File: config.mk
export PLATFORM = sky130hd
export DESIGN_NAME = pool_window_gen
export DESIGN_NICKNAME = d
export VERILOG_FILES = /design/src/rtl/pool_window_gen.sv
export SDC_FILE = /design/constraint.sdc
export NUM_CORES = 1
export LEC_CHECK = 0
export CORE_AREA = 2 2 136 138
export DETAILED_ROUTE_END_ITERATION = 12
export DIE_AREA = 0 0 138 140
export GPL_TIMING_DRIVEN = 0
export PLACE_DENSITY = 0.82
export RECOVER_POWER = 100
export SETUP_SLACK_MARGIN = 0.02
export SYNTH_ARGS = -nofsm -noshare
export SYNTH_HDL_FRONTEND = slang
export SYNTH_SLANG_ARGS = --single-unit
File: constraint.sdc
create_clock -name clk -period 10 [get_ports clk]
set_input_delay 2 -clock clk [delete_from_list [all_inputs] [get_ports clk]]
set_output_delay 2 -clock clk [all_outputs]
set_load 0.02 [all_outputs]
File: src/rtl/pool_window_gen.sv
// pool_window_gen: streaming 3x3 zero-padded window generator feeding the
// POOLING max-pool unit. Pixels arrive in raster order; windows are emitted
// for centres on the stride grid, one cycle after the pixel that completes them.
module pool_window_gen #(
    parameter int BIT_WIDTH = 8,
    parameter int IMG_W     = 8,
    parameter int IMG_H     = 8,
    parameter int STRIDE    = 2
) (
    input  logic                 clk,
    input  logic                 reset,
    input  logic                 in_valid,
    output logic                 in_ready,
    input  logic [BIT_WIDTH-1:0] in_data,
    output logic                 win_valid,
    output logic                 win_last,
    output logic [8:0]           inX_sel,
    output logic [BIT_WIDTH-1:0] in0,
    output logic [BIT_WIDTH-1:0] in1,
    output logic [BIT_WIDTH-1:0] in2,
    output logic [BIT_WIDTH-1:0] in3,
    output logic [BIT_WIDTH-1:0] in4,
    output logic [BIT_WIDTH-1:0] in5,
    output logic [BIT_WIDTH-1:0] in6,
    output logic [BIT_WIDTH-1:0] in7,
    output logic [BIT_WIDTH-1:0] in8
);

    localparam int RW = (IMG_H > 1) ? $clog2(IMG_H) : 1;
    localparam int CW = (IMG_W > 1) ? $clog2(IMG_W) : 1;

    localparam logic [RW-1:0] ROW_MAX = RW'(IMG_H - 1);
    localparam logic [CW-1:0] COL_MAX = CW'(IMG_W - 1);
    // Last grid centre of the frame (raster order), flagged with win_last
    localparam logic [RW-1:0] LAST_GR = RW'(((IMG_H - 1) / STRIDE) * STRIDE);
    localparam logic [CW-1:0] LAST_GC = CW'(((IMG_W - 1) / STRIDE) * STRIDE);

    typedef enum logic [1:0] {
        IDLE,
        STREAM,
        ROW_TAIL,
        FRAME_TAIL
    } state_t;

    typedef logic [BIT_WIDTH-1:0] pix_t;

    state_t        state_q, state_d;
    logic [RW-1:0] row_q, row_d;
    logic [CW-1:0] col_q, col_d;
    logic [CW-1:0] tail_q, tail_d;
    logic          in_ready_q, in_ready_d;
    logic          win_valid_q, win_valid_d;
    logic          win_last_q, win_last_d;
    logic [8:0]    sel_q, sel_d;
    pix_t          lane_q [9];
    pix_t          lane_d [9];
    // Shift window keeps the two most recent columns: [0..2] = older column
    // (top, mid, bottom), [3..5] = newer column
    pix_t          sw_q [6];
    pix_t          sw_d [6];
    // lb0 holds row r-2, lb1 holds row r-1 relative to the incoming row
    pix_t          lb0_q [IMG_W];
    pix_t          lb1_q [IMG_W];

    logic          accept;
    logic          lb_we;
    logic          cand;
    logic          on_grid;
    logic [RW-1:0] cr;
    logic [CW-1:0] cc;
    logic [CW-1:0] idx_m, idx_p;
    logic [2:0]    row_ok, col_ok;
    logic [8:0]    msk;
    pix_t          top_new, mid_new;
    pix_t          cw [9];

    // Next-state, window assembly, masking and grid filter
    always_comb begin
        state_d     = state_q;
        row_d       = row_q;
        col_d       = col_q;
        tail_d      = tail_q;
        sw_d        = sw_q;
        sel_d       = sel_q;
        lane_d      = lane_q;
        win_valid_d = 1'b0;
        win_last_d  = 1'b0;
        lb_we       = 1'b0;
        cand        = 1'b0;
        cr          = '0;
        cc          = '0;
        accept      = in_valid && in_ready_q;
        top_new     = lb0_q[col_q];
        mid_new     = lb1_q[col_q];
        idx_m       = (tail_q == '0) ? tail_q : tail_q - 1'b1;
        idx_p       = (tail_q == COL_MAX) ? tail_q : tail_q + 1'b1;
        for (int unsigned k = 0; k < 9; k++) begin
            cw[k[3:0]] = '0;
        end

        case (state_q)
            IDLE, STREAM: begin
                if (accept) begin
                    state_d = STREAM;
                    lb_we   = 1'b1;
                    if (row_q != '0 && col_q != '0) begin
                        cand  = 1'b1;
                        cr    = row_q - 1'b1;
                        cc    = col_q - 1'b1;
                        cw[0] = sw_q[0];
                        cw[1] = sw_q[3];
                        cw[2] = top_new;
                        cw[3] = sw_q[1];
                        cw[4] = sw_q[4];
                        cw[5] = mid_new;
                        cw[6] = sw_q[2];
                        cw[7] = sw_q[5];
                        cw[8] = in_data;
                    end
                    sw_d[0] = sw_q[3];
                    sw_d[1] = sw_q[4];
                    sw_d[2] = sw_q[5];
                    sw_d[3] = top_new;
                    sw_d[4] = mid_new;
                    sw_d[5] = in_data;
                    if (col_q == COL_MAX) begin
                        col_d = '0;
                        if (row_q == '0) begin
                            row_d = RW'(1);
                        end else begin
                            state_d = ROW_TAIL;
                        end
                    end else begin
                        col_d = col_q + 1'b1;
                    end
                end
            end
            ROW_TAIL: begin
                // Right-hand column lies outside the frame; only the two
                // stored columns contribute
                cand  = 1'b1;
                cr    = row_q - 1'b1;
                cc    = COL_MAX;
                cw[0] = sw_q[0];
                cw[1] = sw_q[3];
                cw[3] = sw_q[1];
                cw[4] = sw_q[4];
                cw[6] = sw_q[2];
                cw[7] = sw_q[5];
                if (row_q == ROW_MAX) begin
                    row_d   = '0;
                    tail_d  = '0;
                    state_d = FRAME_TAIL;
                end else begin
                    row_d   = row_q + 1'b1;
                    state_d = STREAM;
                end
            end
            FRAME_TAIL: begin
                // Line buffers are frozen here, so read three columns directly
                cand  = 1'b1;
                cr    = ROW_MAX;
                cc    = tail_q;
                cw[0] = lb0_q[idx_m];
                cw[1] = lb0_q[tail_q];
                cw[2] = lb0_q[idx_p];
                cw[3] = lb1_q[idx_m];
                cw[4] = lb1_q[tail_q];
                cw[5] = lb1_q[idx_p];
                if (tail_q == COL_MAX) begin
                    tail_d  = '0;
                    state_d = IDLE;
                end else begin
                    tail_d = tail_q + 1'b1;
                end
            end
            default: state_d = IDLE;
        endcase

        in_ready_d = (state_d == IDLE) || (state_d == STREAM);

        // Index 0 = offset -1, 1 = centre, 2 = offset +1
        row_ok = {cr != ROW_MAX, 1'b1, cr != '0};
        col_ok = {cc != COL_MAX, 1'b1, cc != '0};
        msk    = {row_ok[2] & col_ok[2], row_ok[2] & col_ok[1], row_ok[2] & col_ok[0],
                  row_ok[1] & col_ok[2], row_ok[1] & col_ok[1], row_ok[1] & col_ok[0],
                  row_ok[0] & col_ok[2], row_ok[0] & col_ok[1], row_ok[0] & col_ok[0]};

        on_grid = (STRIDE == 1) || (!cr[0] && !cc[0]);

        if (cand && on_grid) begin
            win_valid_d = 1'b1;
            win_last_d  = (cr == LAST_GR) && (cc == LAST_GC);
            sel_d       = msk;
            for (int unsigned k = 0; k < 9; k++) begin
                lane_d[k[3:0]] = msk[k[3:0]] ? cw[k[3:0]] : '0;
            end
        end
    end

    // Line buffers: each accepted pixel pushes its column down one row
    always_ff @(posedge clk) begin
        if (lb_we) begin
            lb0_q[col_q] <= lb1_q[col_q];
            lb1_q[col_q] <= in_data;
        end
    end

    // FSM, counters, shift window and registered window outputs
    always_ff @(posedge clk or posedge reset) begin
        if (reset) begin
            state_q     <= IDLE;
            row_q       <= '0;
            col_q       <= '0;
            tail_q      <= '0;
            in_ready_q  <= 1'b1;
            win_valid_q <= 1'b0;
            win_last_q  <= 1'b0;
            sel_q       <= '0;
            for (int unsigned k = 0; k < 9; k++) begin
                lane_q[k[3:0]] <= '0;
            end
            for (int unsigned k = 0; k < 6; k++) begin
                sw_q[k[2:0]] <= '0;
            end
        end else begin
            state_q     <= state_d;
            row_q       <= row_d;
            col_q       <= col_d;
            tail_q      <= tail_d;
            in_ready_q  <= in_ready_d;
            win_valid_q <= win_valid_d;
            win_last_q  <= win_last_d;
            sel_q       <= sel_d;
            lane_q      <= lane_d;
            sw_q        <= sw_d;
        end
    end

    assign in_ready  = in_ready_q;
    assign win_valid = win_valid_q;
    assign win_last  = win_last_q;
    assign inX_sel   = sel_q;
    assign in0       = lane_q[0];
    assign in1       = lane_q[1];
    assign in2       = lane_q[2];
    assign in3       = lane_q[3];
    assign in4       = lane_q[4];
    assign in5       = lane_q[5];
    assign in6       = lane_q[6];
    assign in7       = lane_q[7];
    assign in8       = lane_q[8];

endmodule

==> results of run 1 <==
[cell families after synthesis]
family                   Yosys count  synth area share
AND/OR/NAND/NOR                  303            0.1196
flip-flops                       271            0.7006
AO/OA/AOI/OAI                    137           0.08950
buffers and inverters             64           0.02539
multiplexers                      40           0.04794
adder cells (fa/ha/maj)           13           0.01535
XOR/XNOR                           2          0.001653
[worst max path at each step]
stage | end | depth (start not counted) | start | slack (ns)
5_1_grt | lb1_q[4][0]$_DFFE_PP_ | 7 | in_valid | 4.35
3_3_place_gp | in2[4]$_DFFE_PP0P_ | 2 | reset | 2.44
3_5_place_dp | lb1_q[4][7]$_DFFE_PP_ | 7 | in_valid | 4.79
4_1_cts | lb1_q[4][0]$_DFFE_PP_ | 7 | in_valid | 5.33
6_report | lb1_q[4][0]$_DFFE_PP_ | 7 | in_valid | 4.48
2_1_floorplan | col_q[0]$_DFFE_PP0P_ | 1 | reset | 4.16
[through the flow]
| step | worst slack [ns] | hold WS (ns) | cell area [um^2] | power, mW | utilization |
|---|---|---|---|---|---|
| after global placement | 2.438 | 0.4481 | 11820 | 3.392 | 0.6650 |
| after floorplan | 4.164 | 0.4405 | 10600 | 2.753 | - |
| after detailed placement | 4.793 | 0.4552 | 12010 | 3.484 | 0.6752 |
| final | 4.479 | 0.4597 | 12690 | 4.367 | 0.7137 |
| after CTS | 5.327 | 0.4734 | 12850 | 4.456 | 0.7228 |
| after global routing | 4.349 | 0.4948 | 12690 | 4.582 | 0.7137 |
[registers in the layout, indices dropped and copies added, names as in the netlist]
register	flops
in8	8
in_ready	1
in3	8
win_valid	1
in4	8
in2	8
sw_q	48
col_q	3
in0	8
lb1_q	64
in6	8
in5	8
tail_q	3
row_q	3
win_last	1
in1	8
in7	8
lb0_q	64
state_q	2
inX_sel	9
[cell type report]
cell class | count | area (um^2) | area share
clock buffer | 35 | 758.2 | 0.05976
multi-input combinational | 495 | 2874 | 0.2265
sequential | 271 | 7423 | 0.5851
buffer | 47 | 191.4 | 0.01509
inverter | 17 | 65.06 | 0.005128
timing repair buffer | 104 | 1002 | 0.07899
clock inverter | 13 | 87.58 | 0.006903
tap | 229 | 286.5 | 0.02258
[metal layers]
| layer | GRT usage | part of all wire | vias to the layer above | wire length [um] |
|---|---|---|---|---|
| met5 | 0 | 0 | - | 0 |
| met4 | 0.1015 | 0.036 | 0 | 914 |
| met3 | 0.04957 | 0.086 | 67 | 2193 |
| met2 | 0.4500 | 0.49 | 403 | 12490 |
| met1 | 0.3503 | 0.39 | 3514 | 9886 |
| li1 | - | - | 3189 | - |
[report_power, final]
part           switching [mW]  total (mW)  internal (mW)
registers               0.194        1.78           1.58
clock network           0.405       0.962          0.557
logic                    1.05        1.63          0.575
total                    1.65        4.37           2.72
[cell usage in the layout, fill, tap and decap left out, drive strengths merged, types with 9 or more instances in the layout]
cell type    Yosys  layout
a22o            22      22
dfrtp          142     142
dlygate4sd3      0      94
clkinv           2      13
o21ai           55      55
nand2b           9       9
nor2            26      26
mux2i           26      26
ha              13      13
a21oi           14      14
a31oi            9       9
inv             15      15
nand2          226     226
edfxtp         128     128
clkbuf          29      85
==> flow_summary.toml, run 1 <==
[yosys]
ys_async_sr_fraction = 0.5277
avgSynthCellArea_um2 = 12.77
synth_largest_area_cell = "edfxtp_1"
synthesis.area_mm2 = 0.01060
yosysWarnings = 0
synth_area_leaders = "edfxtp_1, dfrtp_1, nand2_1, mux2i_1, o21ai_0"
synth_most_common_cell = "nand2_1"
ys.flop_type = "dfrtp_1"
synth_nets = 854
ys_types = 52
synthCells = 830
synth_edf_count = 128
seq_area_frac_synth = 0.7006
yosys_register_bits = 271
synth_top_area_frac = 0.3627
synth_common_cells = "nand2_1, dfrtp_1, edfxtp_1"

[timing]
skew_ns = 0.009013
relSlewSlack = -0.9556
grt_setup_unrepaired = "no"
setup_viol = 0
tightest_slew_ns = 2.917
tns_ns = 0
max_freq_mhz = 181.1
fin_crit_sh = 0.5521
post-route-min-period_ns = 5.521
finalHoldViolations = 0
final-max-slew-violation-count = 76

[hold_path]
holdPathEnd = "inX_sel[5]$_DFFE_PP0P_"
min_from = "inX_sel[5]$_DFFE_PP0P_"
holdPathStages = 1
hp-class = "flop to flop"

[pwr]
leakagePower_nw = 5.380
powerDensity_mw_per_mm2 = 344.2
ir_drop_mv = 0.1931

[detailed_routing]
drtAntennaViolNets = 0
drc = 0
wirelength_mm = 25.48
drtIter0Drc = 749
routed_via_density = 5.923
dr.pass1.iters = 5
wire_per_inst_um = 21.04
via_count = 7173

[clock_network]
insertion_delay_ns = 0.53
ctsHoldBuffers = 0
clockBufferDepth = 3
clkTransAtPathRegs_ns = 0.06
cts_max_level = 1
cts_resized = 0
cts_setup_buffers = 0
cts_tree = "done"
cts_root_buf = "clkbuf_16"
clock_sinks = 271
cts_buffers = 26

[placement]
hpwl_mm = 17.33
dp.cells = 1163
finalWeightedCongestion = 0.8250
io_buffers = 94

[critical_path]
slowest_delay_ns = 1.18
start_kind = "primary input"
critical_path.slowest_cell = "nor3_1"
worstReg2RegStart = "in_ready$_DFF_PP1_"
arrival_ns = 5.68
cp-end-kind = "flop"
crit_chain = "dlygate4sd3_1, nand2_1, nor2_1, clkbuf_1, nand2_1, nor3_1, clkbuf_1"
rrSetupSlack_ns = 6.00
worstPathRequired_ns = 10.16
cp_max_fo = 10
crit_family = "simple AND/OR/NAND/NOR gates"
cp_num_buf_inv = 3
r2r_cells = 6
rr_endpoint = "lb1_q[4][0]$_DFFE_PP_"
crit_type = "primary input to flop"

[die]
die_h_um = 140
die-width_um = 138
core_mm2 = 0.01778
start_util = 0.5960
io_pins = 95
die_area_mm2 = 0.01932
placementRows = 49

[grt]
grt_first_pass_wirelength_mm = 40.23
antenna_found_initial = 0
grt_max_degree = 79
grt_pass1_vias = 7154
grt-ovfl-total = 0
grt_use_total = 0.2668

[final_layout]
nets = 986
syn2layout_area_growth_pct = 19.74
nFillCells = 1164
antennaDiodeCount = 0
stdcell_count = 1211
drive_gt1_frac = 0.07128

[status]
status = "complete, but fails checks"
violations = "max-capacitance violations, max-slew violations"

[run]
cap_violations = 3
Power figures use the tool's default switching activity.
==> run 2: changes to the inputs <==
--- a/config.mk
+++ b/config.mk
@@ -5,11 +5,11 @@
 export SDC_FILE = /design/constraint.sdc
 export NUM_CORES = 1
 export LEC_CHECK = 0
-export CORE_AREA = 2 2 136 138
+export CORE_AREA = 2 2 146 148
 export DETAILED_ROUTE_END_ITERATION = 12
-export DIE_AREA = 0 0 138 140
+export DIE_AREA = 0 0 148 150
 export GPL_TIMING_DRIVEN = 0
-export PLACE_DENSITY = 0.82
+export PLACE_DENSITY = 0.75
 export RECOVER_POWER = 100
 export SETUP_SLACK_MARGIN = 0.02
 export SYNTH_ARGS = -nofsm -noshare
==> constraint.sdc (replaced) <==
create_clock -name clk -period 5.05 [get_ports clk]
set_input_delay 1.01 -clock clk [delete_from_list [all_inputs] [get_ports clk]]
set_output_delay 1.01 -clock clk [all_outputs]
set_load 0.02 [all_outputs]
==> flow_summary.toml, run 2 (synthesis gave the netlist of run 1 again) <==
[critical_path]
arrival_ns = 4.65
cp_max_fo = 11
worstReg2RegStart = "col_q[1]$_DFFE_PP0P_"
cp-end-kind = "flop"
crit_start = "col_q[1]$_DFFE_PP0P_"
worstPathRequired_ns = 5.50
crit_type = "flop to flop"
start_kind = "flop"

[detailed_routing]
drtAntennaViolNets = 0
drtIter0Drc = 603
routed_via_density = 5.578
via_count = 7011
dr.pass1.iters = 5
drc = 0
wire_per_inst_um = 20.12
wirelength_mm = 25.29

[timing]
post-route-min-period_ns = 4.197
fin_ws_ns = 0.8535
final-max-slew-violation-count = 111
relSlewSlack = -0.8998
grt_setup_unrepaired = "no"
tightest_slew_ns = 2.847
setup_viol = 0
max_freq_mhz = 238.3
finalHoldViolations = 0
fin_crit_sh = 0.8310
skew_ns = 0.01524

[clock_network]
cts_resized = 0
ctsHoldBuffers = 0
clkTransAtPathRegs_ns = 0.06
cts_buffers = 27
insertion_delay_ns = 0.53
cts_root_buf = "clkbuf_16"
cts_max_level = 1
cts_tree = "done"
cts_setup_buffers = 0
clock_sinks = 271
clockBufferDepth = 3

[die]
core_mm2 = 0.02069
die_area_mm2 = 0.02220
placementRows = 53
start_util = 0.5122
io_pins = 95
die-width_um = 148
die_h_um = 150

[status]
violations = "max-capacitance violations, max-slew violations"
status = "complete, but fails checks"

[hold_path]
min_from = "inX_sel[7]$_DFFE_PP0P_"
hp-class = "flop to flop"

[placement]
pre_cts_ws_ns = 0.9814
finalWeightedCongestion = 0.8294
placed_cell_area_mm2 = 0.01206
hpwl_mm = 17.33
io_buffers = 94
dp.cells = 1207

[final_layout]
top_regs = "lb0_q: 64 flops, lb1_q: 64 flops, sw_q: 48 flops"
nets = 985
final_common_cell = "nand2_1"
antennaDiodeCount = 0
nFillCells = 1633
syn2layout_area_growth_pct = 20.58
final_cell_mix = "nand2_1, dfrtp_1, edfxtp_1"
final_util = 0.6176
drive_gt1_frac = 0.07332
fin_area_mm2 = 0.01278
stdcell_count = 1257

[pwr]
leakagePower_nw = 5.401
ir_drop_mv = 0.3151
powerDensity_mw_per_mm2 = 673.8

[grt]
grt_use_total = 0.2339
grt_max_degree = 76
grt-ovfl-total = 0
antenna_found_initial = 0
grt_first_pass_wirelength_mm = 39.84
grt_pass1_vias = 6962

[run]
cap_violations = 4
## run 2: changes by cell type in the layout (fill, tap and decap cells not counted), sizes merged
cell and delta:
buf +7, clkinv -6, inv +2, bufinv -1, clkbuf -1, clkinvlp -1
## run 2: through the flow
stage	total power, mW	TNS, ns	hold WS, ns
5_1_grt	9.083	0	0.4692
3_3_place_gp	6.749	-245.90	0.4488
2_1_floorplan	5.452	0	0.4405
4_1_cts	8.805	0	0.4692
3_5_place_dp	6.896	0	0.4522
6_report	8.610	0	0.4574
## run 2: path summary, 6_finish.rpt
path	cells after the start	slack, ns	to
max	8	0.85	in6[1]$_DFFE_PP0P_
min	1	0.46	inX_sel[7]$_DFFE_PP0P_
max reg2reg	8	0.85	in6[1]$_DFFE_PP0P_
min reg2reg	1	0.46	inX_sel[7]$_DFFE_PP0P_
max in group asynchronous	2	1.47	row_q[2]$_DFFE_PP0P_
min in group asynchronous	2	1.97	sw_q[2]$_DFFE_PP0P_
## run 2: critical path, stage by stage, from the launching register on
cell and delay, ns:
dfrtp_1 0.39, clkbuf_1 0.52, clkinv_1 0.55, ha_1 0.34, nor2b_1 0.15, or4_1 0.49
clkbuf_1 0.15, a221oi_1 1.24, a22o_1 0.28
## run 2: where the power goes
part / switching [mW] / internal (mW) / total [mW]
clock: 0.802 / 1.10 / 1.90
sequential: 0.377 / 3.14 / 3.51
combinational: 2.05 / 1.15 / 3.19
total: 3.23 / 5.38 / 8.61
## run 2: final cells by class
| class | count | area, um^2 | area share |
|---|---|---|---|
| Inverter | 17 | 63.81 | 0.004994 |
| Clock inverter | 7 | 40.04 | 0.003134 |
| Tap cell | 275 | 344.1 | 0.02693 |
| Sequential cell | 271 | 7423 | 0.5810 |
| Multi-Input combinational cell | 495 | 2865 | 0.2242 |
| Timing Repair Buffer | 102 | 1036 | 0.08108 |
| Buffer | 47 | 193.9 | 0.01518 |
| Clock buffer | 43 | 810.8 | 0.06345 |
## run 2: per-layer routing
| layer | vias up | routed length (um) | global-route usage |
|---|---|---|---|
| li1 | 3206 | - | - |
| met1 | 3462 | 10420 | 0.3228 |
| met2 | 296 | 12310 | 0.3884 |
| met3 | 47 | 1890 | 0.03750 |
| met4 | 0 | 662 | 0.06810 |
| met5 | - | 0 | 0 |
